**config.mk**
```make
export PLATFORM = sky130hd
export DESIGN_NAME = operand_fetch_ctrl
export DESIGN_NICKNAME = d
export VERILOG_FILES = /design/src/rtl/operand_fetch_ctrl.sv
export SDC_FILE = /design/constraint.sdc
export NUM_CORES = 1
export LEC_CHECK = 0
export CAP_MARGIN = 20
export CELL_PAD_IN_SITES_DETAIL_PLACEMENT = 0
export CELL_PAD_IN_SITES_GLOBAL_PLACEMENT = 1
export CORE_ASPECT_RATIO = 1.4
export CORE_MARGIN = 2
export CORE_UTILIZATION = 32
export DETAILED_ROUTE_END_ITERATION = 16
export PLACE_DENSITY = 0.78
export SKIP_CTS_REPAIR_TIMING = 1
export SLEW_MARGIN = 20
export SYNTH_ARGS = -nofsm -noshare
export SYNTH_HDL_FRONTEND = slang
export SYNTH_SLANG_ARGS = --single-unit
```
**constraint.sdc**
```tcl
create_clock -name clk -period 2.3 [get_ports clk]
set_input_delay 0.575 -clock clk [delete_from_list [all_inputs] [get_ports clk]]
set_output_delay 0.575 -clock clk [all_outputs]
set_load 0.1 [all_outputs]
```
**src/rtl/operand_fetch_ctrl.sv**
```systemverilog
// Operand fetch sequencer: reads Op1/Op2 through one shared register-bank read port,
// strobes the operand registers as bank data arrives, then offers the pair to the ALU.
module operand_fetch_ctrl #(
    parameter int ADDR_W    = 4,
    parameter int DATA_W    = 16,
    parameter int RB_RD_LAT = 1
) (
    input  logic              clk,
    input  logic              rst_n,
    input  logic              req_valid,
    output logic              req_ready,
    input  logic [ADDR_W-1:0] req_op1_addr,
    input  logic [ADDR_W-1:0] req_op2_addr,
    input  logic              req_op2_imm,
    input  logic [DATA_W-1:0] req_imm,
    output logic              rb_rd_en,
    output logic [ADDR_W-1:0] rb_rd_addr,
    output logic              Op1_load,
    output logic              Op2_load,
    output logic              Op2_src_imm,
    output logic [DATA_W-1:0] Op2_imm,
    output logic              ops_valid,
    input  logic              ops_ready,
    input  logic              flush,
    output logic              busy,
    output logic [2:0]        state_dbg
);

    typedef enum logic [2:0] {IDLE, ISSUE1, ISSUE2, DRAIN, VALID} state_e;
    typedef enum logic [1:0] {TAG_NONE, TAG_OP1, TAG_OP2, TAG_BOTH} tag_e;

    state_e              state, state_nxt;
    tag_e                tag_pipe [RB_RD_LAT];
    tag_e                tag_push;
    tag_e                tag_exit;
    logic                pending;
    logic                accept;
    logic                imm_q;
    logic                same_q;
    logic [ADDR_W-1:0]   op2_addr_q;

    // Handshake: a request transfers on an edge where req_valid and req_ready are both high;
    // operands transfer on an edge where ops_valid and ops_ready are both high. flush overrides both.
    assign accept    = req_valid && (state == IDLE) && !flush;
    assign req_ready = (state == IDLE);
    assign busy      = (state != IDLE);
    assign ops_valid = (state == VALID);
    assign state_dbg = state;
    assign tag_exit  = tag_pipe[RB_RD_LAT-1];

    // Tags still travelling toward the exit stage (the exit stage itself strobes this cycle).
    always_comb begin
        pending = 1'b0;
        for (int i = 0; i < RB_RD_LAT - 1; i++) begin
            if (tag_pipe[i] != TAG_NONE) pending = 1'b1;
        end
    end

    always_comb begin
        state_nxt   = state;
        tag_push    = TAG_NONE;
        rb_rd_en    = 1'b0;
        Op2_src_imm = 1'b0;
        case (state)
            IDLE: begin
                if (req_valid) state_nxt = ISSUE1;
            end
            ISSUE1: begin
                rb_rd_en = 1'b1;
                if (imm_q) begin
                    tag_push    = TAG_OP1;
                    Op2_src_imm = 1'b1;
                    state_nxt   = DRAIN;
                end else if (same_q) begin
                    tag_push  = TAG_BOTH;
                    state_nxt = DRAIN;
                end else begin
                    tag_push  = TAG_OP1;
                    state_nxt = ISSUE2;
                end
            end
            ISSUE2: begin
                rb_rd_en  = 1'b1;
                tag_push  = TAG_OP2;
                state_nxt = DRAIN;
            end
            DRAIN: begin
                if (!pending) state_nxt = VALID;
            end
            VALID: begin
                if (ops_ready) state_nxt = IDLE;
            end
            default: state_nxt = IDLE;
        endcase
        if (flush) state_nxt = IDLE;
    end

    // An aborted request must not disturb the operand registers, even in the flush cycle.
    assign Op1_load = !flush && ((tag_exit == TAG_OP1) || (tag_exit == TAG_BOTH));
    assign Op2_load = !flush && ((tag_exit == TAG_OP2) || (tag_exit == TAG_BOTH) || Op2_src_imm);

    always_ff @(posedge clk or negedge rst_n) begin
        if (!rst_n) begin
            state <= IDLE;
            for (int i = 0; i < RB_RD_LAT; i++) tag_pipe[i] <= TAG_NONE;
        end else begin
            state <= state_nxt;
            if (flush) begin
                for (int i = 0; i < RB_RD_LAT; i++) tag_pipe[i] <= TAG_NONE;
            end else begin
                tag_pipe[0] <= tag_push;
                for (int i = 1; i < RB_RD_LAT; i++) tag_pipe[i] <= tag_pipe[i-1];
            end
        end
    end

    // rb_rd_addr is preloaded one edge ahead of each issue state so it is stable while issuing.
    always_ff @(posedge clk or negedge rst_n) begin
        if (!rst_n) begin
            rb_rd_addr <= '0;
            op2_addr_q <= '0;
            imm_q      <= 1'b0;
            same_q     <= 1'b0;
            Op2_imm    <= '0;
        end else if (accept) begin
            rb_rd_addr <= req_op1_addr;
            op2_addr_q <= req_op2_addr;
            imm_q      <= req_op2_imm;
            same_q     <= (req_op1_addr == req_op2_addr);
            Op2_imm    <= req_imm;
        end else if (state == ISSUE1 && state_nxt == ISSUE2) begin
            rb_rd_addr <= op2_addr_q;
        end
    end

endmodule
```
# Word-level counts from Yosys, hierarchy flattened
# Cells that the tools add are included.
# op_classes
n_eq_ne	9
n_mux	15
reduce_logical	13
# op_table
operator	n
$pmux 3 s5	1
$eq 3x2->1 const B	3
$mux 3	3
$mux 4	2
$mux 2	3
$logic_and 1x1->1	5
$mux 1	5
$eq 2x2->1 const B	2
$eq 4x4->1	1
$pmux 2 s2	1
$eq 3x1->1 const B	1
$eq 3x3->1 const B	1
$logic_not 3->1	1
$logic_or 1x1->1	3
$reduce_bool 3->1	1
$eq 2x1->1 const B	1
$reduce_bool 2->1	1
$reduce_or 2->1	1
$logic_not 1->1	1
# totals
reg_bits	31
in_bits	30
output_inout_bits	30
wordCells	44

# Logic depth before layout (Yosys ltp)
# Gate-level depths: netlist of run 1.
# depth
ltp_word	8
ltp_mapped	7
mapped_depth_nobuf	4

# Least setup slack after synthesis of run 1
# No wires, ideal clock.
# synth_timing
path_kind	reg-to-output
from	register state[2] (netlist: state_dbg[2])
to	output ops_valid
t_arrival_ns	3.384
required_time_ns	1.725
path_slack_ns	-1.659
path_stages_with_launch	3
n_path_buf	1
cell_sequence	dfrtp_1 buf_6 nor3b_1
# synth_via
elab_chain_len	1
# synth_rtl
item	line	rtl
from (decl)	32	state_e state, state_nxt;
from (signal assigned)	107	state <= state_nxt;
$eq 3x3->1	47	assign ops_valid = (state == VALID);
to (decl)	22	output logic ops_valid,
# Every way passes these cells.

# Worst setup path in the final report of run 1
# layout_timing
from	register state[2] (netlist: state_dbg[2])
to	output req_ready
# layout_via
elab_chain_len	1
# layout_rtl
item	line	rtl
$logic_not 3->1	45	assign req_ready = (state == IDLE);
to (decl)	11	output logic req_ready,
# Every way passes these cells.

==> reports/metrics.yaml, run 1 <==
floorplan:
  die_area_sq_um: 5010
  pin_count: 60
  rows: 28
  die_w_um: 60.4
  initial_core_util: 0.334
  coreArea_sq_um: 4270
  die_h_um: 83.0
clock_tree:
  clock_latency_ns: 0.28
  clk_pin_slew_worst_paths_ns: 0.06
  tritoncts: "done"
  cts_max_level: 2
  clock_sinks: 31
  cts_root_buffer: "clkbuf_8"
  cts_buffers: 5
  clk_path_buf_depth: 2
timing:
  worst_pin_slew_ns: 0.387
  rsz0062_at_grt: "no"
  setup_viol: 0
  fin_skew_ns: 0.00553
  maxSlewHeadroom: 0.742
  period_needed_ns: 2.15
  max_freq_mhz: 466
  finalSetupTns_ns: 0
  drv_slew: 0
  final_hold_viol_count: 0
  min_period_over_period: 0.933
  holdWs_ns: 0.516
placed_design:
  io_buffers: 59
  gp_congestion: 0.845
  dp_hpwl_mm: 2.55
job:
  maxCapViolCount: 0
setup_path:
  critPathRequiredTime_ns: 1.73
  cp_data_arrival_time_ns: 1.57
  r2r_slack_ns: 0.37
  cp_slowest_stage_delay_ns: 0.53
  path_max_fanout: 10
  worstPathBufferInverterCount: 2
  cp_top_family: "flip-flops"
  path_cells: "or3_4, clkinvlp_4, buf_12"
  critPathKind: "reg -> out"
  cp-end-kind: "output port"
  startpoint_type: "flip-flop"
  cp_slowest_cell: "dfrtp_4"
routing:
  drt_first_iter_violations: 28
  routed_via_density: 4.62
  antenna_left: 0
  vias: 1080
  wl_per_cell_um: 14.1
  drc: 0
  drt-total-wl_mm: 3.29
  drt_pass1_iterations: 3
status:
  outcome: "complete, no violations"
cells_and_area:
  area_delta_synth_final_pct: 55.7
  fin_nets: 204
  diodes: 0
  layout_commonest_cell: "clkdlybuf4s50_1"
  drive_gt1_frac: 0.425
  layout_common_cells: "clkdlybuf4s50_1 (29), dfrtp_1 (28), buf_4 (27)"
  fillers: 425
synth:
  syn_inst: 108
  synth_area_leaders: "dfrtp_1 (54%), mux2_4 (16%), mux2_2 (4.7%)"
  yosys_warnings: 0
  synth.ff_latch_count: 31
  synth.distinct_cells: 24
  syn_area_per_cell_sq_um: 13.2
  synth_seq_area_share: 0.544
  synth_area_leader_cell: "dfrtp_1"
  synth_area_sq_um: 1430
  syn_nets: 138
  synth_top_area_share: 0.544
grt:
  antenna_found_initial: 0
  grt_max_degree: 32
  grt_use_total: 0.147
  grt_pass1_vias: 1225
  grt_pass1_wl_mm: 5.64
  gr-total-overflow: 0
power_and_ir_drop:
  peakVddDrop_mv: 0.876
  leakage_nw: 0.991
  power.total_mw: 3.07
  p_per_area_nw_per_um2: 1380
hold_path:
  hp-class: "reg -> reg"
[cells in the mapped netlist, drive strengths merged]
cell type / number
dfrtp: 31
mux2: 21
nor3: 7
a31oi: 6
nor2: 6
o21ai: 6
buf: 5
nand3: 4
xnor2: 4
inv: 3
nor2b: 3
nand2b: 2
or2: 2
a21oi: 1
a2bb2oi: 1
and3: 1
nand3b: 1
nand4: 1
nor3b: 1
or3: 1
or4b: 1
[routing by layer]
layer,track usage,routed length [um],up-vias,part of all wire
met3,0.0561,301,5,0.091
met2,0.253,1720,56,0.52
li1,-,-,509,-
met1,0.160,1220,510,0.37
met5,0,0,-,0
met4,0.0474,51,0,0.015
[report_power, final]
group          internal, mW  total [mW]  leakage [nW]  switching, mW
sequential            0.710       0.826         0.367          0.116
combinational         0.496        1.82         0.576           1.33
clock                 0.234       0.421        0.0470          0.187
[kinds of logic after synthesis]
family	Yosys count	share of synthesized area
buffers and inverters	8	0.0535
muxes	21	0.205
DFF	31	0.544
AOI/OAI and AO/OA	14	0.0570
xor gates and xnor gates	4	0.0246
and+or+nand+nor	30	0.116
[flip-flops by register name, summed over array words and instances (netlist names)]
name,count
Op2_imm,16
imm_q,1
op2_addr_q,4
rb_rd_addr,4
same_q,1
state_dbg,3
tag_exit,2
[per-stage QoR]
step / cell area, sq um / setup slack (ns) / std cells / utilization
floorplan: 1480 / 0.00872 / 108 / -
global placement: 2130 / 0.109 / 227 / 0.499
detailed placement: 2130 / 0.0681 / 227 / 0.499
CTS: 2220 / 0.141 / 234 / 0.520
global route: 2220 / 0.104 / 234 / 0.520
finish: 2220 / 0.154 / 234 / 0.520
[final cells by class]
class	instances	area, sq um	share of cell area
multi-input cells	69	608	0.274
repair buffers	64	653	0.294
inverters	3	15.0	0.00676
well taps	60	75.1	0.0338
clock inverters	1	5.00	0.00225
clock buffers	6	82.6	0.0372
flip-flops and latches	31	782	0.352
[final timing paths]
path | startpoint | end | cells past startpoint
worst min-delay path | Op2_imm[12] | Op2_imm[12] | 1
worst max-delay path | state_dbg[2] | req_ready | 3
min in group asynchronous | rst_n | state_dbg[1] | 2
worst min register to register | Op2_imm[12] | Op2_imm[12] | 1
worst max register to register | state_dbg[2] | Op2_imm[9] | 4
max in group asynchronous | rst_n | state_dbg[2] | 2
(Power assumes the default switching activity.)
==> run 2: changes to the inputs <==
CELL_PAD_IN_SITES_DETAIL_PLACEMENT = unset   (was 0)
CELL_PAD_IN_SITES_GLOBAL_PLACEMENT = unset   (was 1)
CORE_UTILIZATION = 42   (was 32)
PLACE_DENSITY = 0.79   (was 0.78)
==> run 2 against run 1 <==
Final area increased by 0.79%. Total power rose by 4.9%. Global-route usage rose by 4.1 points. Utilization is 16 points higher. Wire length increased by 1.7%. Fmax is 0.40% lower. Sequential power barely moved. Sequential cell count did not move. Highest routed layer unchanged.
==> reports/metrics.yaml, run 2 (synthesis gave the netlist of run 1 again) <==
status:
  outcome: "complete, no violations"  # unchanged
hold_path:
  min-delay-start: "Op2_imm[14]"  # was Op2_imm[12]
  hp-class: "reg -> reg"  # unchanged
routing:
  drt-total-wl_mm: 3.35  # was 3.29 mm
  antenna_left: 0  # unchanged
  routed_via_density: 5.09  # was 4.62
  drc: 0  # unchanged
  drt_first_iter_violations: 11  # was 28
  wl_per_cell_um: 15.6  # was 14.1 um
  drt_pass1_iterations: 4  # was 3
  vias: 1094  # was 1080
setup_path:
  path_max_fanout: 10  # unchanged
  cp_slowest_stage_delay_ns: 0.53  # about the same
  critPathKind: "reg -> out"  # unchanged
  path_cells: "or3_4, clkinvlp_4, buf_12"  # unchanged
  cp_top_family: "flip-flops"  # unchanged
  critPathRequiredTime_ns: 1.73  # about the same
  cp-end-kind: "output port"  # unchanged
  cp-startpoint: "state_dbg[2]"  # unchanged
  cp_slowest_cell: "dfrtp_4"  # unchanged
  startpoint_type: "flip-flop"  # unchanged
  cp_data_arrival_time_ns: 1.58  # was 1.57 ns
  reg2reg_from: "state_dbg[2]"  # unchanged
  worstPathBufferInverterCount: 2  # unchanged
cells_and_area:
  layout_commonest_cell: "clkdlybuf4s50_1"  # unchanged
  area_delta_synth_final_pct: 56.9  # was 55.7%
  layout_common_cells: "clkdlybuf4s50_1 (29), dfrtp_1 (28), buf_4 (26)"  # was clkdlybuf4s50_1 (29), dfrtp_1 (28), buf_4 (27)
  final_area_sq_um: 2240  # was 2220 sq um
  diodes: 0  # unchanged
  top_register: "Op2_imm"  # unchanged
  fin_nets: 204  # unchanged
  largest_reg_flops: 16  # unchanged
  reg_top3: "Op2_imm x16, op2_addr_q x4, rb_rd_addr x4"  # unchanged
  final_util: 0.675  # was 0.520
  drive_gt1_frac: 0.429  # was 0.425
timing:
  rsz0062_at_grt: "no"  # unchanged
  setup_viol: 0  # unchanged
  max_freq_mhz: 464  # was 466 MHz
  maxSlewHeadroom: 0.728  # was 0.742
  period_needed_ns: 2.15  # about the same
  fin_skew_ns: 0.00842  # was 0.00553 ns
  finalSetupTns_ns: 0  # unchanged
  final_hold_viol_count: 0  # unchanged
  drv_slew: 0  # unchanged
  min_period_over_period: 0.937  # was 0.933
  holdWs_ns: 0.512  # was 0.516 ns
  worst_pin_slew_ns: 0.407  # was 0.387 ns
placed_design:
  place_area_sq_um: 2120  # was 2130 sq um
  io_buffers: 59  # unchanged
  gp_congestion: 0.751  # was 0.845
  dp_hpwl_mm: 2.54  # was 2.55 mm
power_and_ir_drop:
  leakage_nw: 1.01  # was 0.991 nW
  seqPwrFrac: 0.256  # was 0.269
  p_sw_frac: 0.516  # was 0.531
  clockPowerShare: 0.175  # was 0.137
  power.total_mw: 3.22  # was 3.07 mW
  p_int_mw: 1.56  # was 1.44 mW
  combPwrFrac: 0.569  # was 0.594
  p_per_area_nw_per_um2: 1440  # was 1380 nW/um^2
  peakVddDrop_mv: 0.902  # was 0.876 mV
  netSwitchingPower_mw: 1.66  # was 1.63 mW
grt:
  grt_use_total: 0.188  # was 0.147
  gr-total-overflow: 0  # unchanged
  antenna_found_initial: 0  # unchanged
  grt_pass1_wl_mm: 5.16  # was 5.64 mm
  grt_max_degree: 24  # was 32
  grt_pass1_vias: 1074  # was 1225
floorplan:
  initial_core_util: 0.430  # was 0.334
  rows: 25  # was 28
  die_area_sq_um: 3880  # was 5010 sq um
  die_w_um: 53.3  # was 60.4 um
  coreArea_sq_um: 3320  # was 4270 sq um
  pin_count: 60  # unchanged
  die_h_um: 73.0  # was 83.0 um
clock_tree:
  clock_sinks: 31  # unchanged
  clock_latency_ns: 0.29  # was 0.28 ns
  cts_buffers: 5  # unchanged
  tritoncts: "done"  # unchanged
  clk_path_buf_depth: 2  # unchanged
  cts_root_buffer: "clkbuf_8"  # unchanged
  cts_max_level: 2  # unchanged
  clk_pin_slew_worst_paths_ns: 0.07  # was 0.06 ns
job:
  maxCapViolCount: 0  # unchanged
-- run 2: cell count changes in the layout (fill, tap and decap cells not counted) --
cell       previous run  this run
buf_12                8         9
buf_4                27        26
bufinv_16             0         1
-- run 2: path summary, 6_finish.rpt --
check                                 to  slack (ns)  cells after the start
min                          Op2_imm[14]        0.51                      1
max                            req_ready        0.15                      3
min reg2reg                  Op2_imm[14]        0.51                      1
max in group asynchronous    tag_exit[0]        1.07                      2
min in group asynchronous    tag_exit[1]        0.58                      1
max reg2reg                op2_addr_q[3]        0.36                      4
-- run 2: area by class of cell --
type                    count  area, sq um
clock inverters             2         35.0
well taps                  40         50.0
clock buffers               6         82.6
fillers                   268         1080
flip-flops and latches     31          782
repair buffers             64          666
inverters                   3         15.0
multi-input cells          69          608
-- run 2: worst reg2reg max path, cell delays in order, from the launching register on --
cell and delay (ns):
dfrtp_4 0.53, or3_4 0.48, or2_1 0.33, buf_12 0.18
mux2_4 0.30
-- run 2: stage by stage --
stage	worst slack, ns	instances
CTS	0.135	215
finish	0.145	215
global route	0.0945	215
floorplan	0.00872	108
global placement	0.0802	207
detailed placement	0.0109	207
-- run 2: layer usage --
metal,up-vias,wire length (um),part of all wire,global-route usage
met2,34,1760,0.52,0.302
met3,6,201,0.060,0.0492
met5,-,0,0,0
met4,0,92,0.027,0.103
met1,536,1300,0.39,0.225
li1,518,-,-,-
-- run 2: power by group through the flow --
stage,sequential (mW),clock [mW],combinational [mW]
CTS,0.823,0.571,1.84
detailed placement,0.834,0,1.84
global placement,0.823,0,1.82
finish,0.824,0.564,1.83
global route,0.841,0.586,1.89
floorplan,1.75,0,0.483
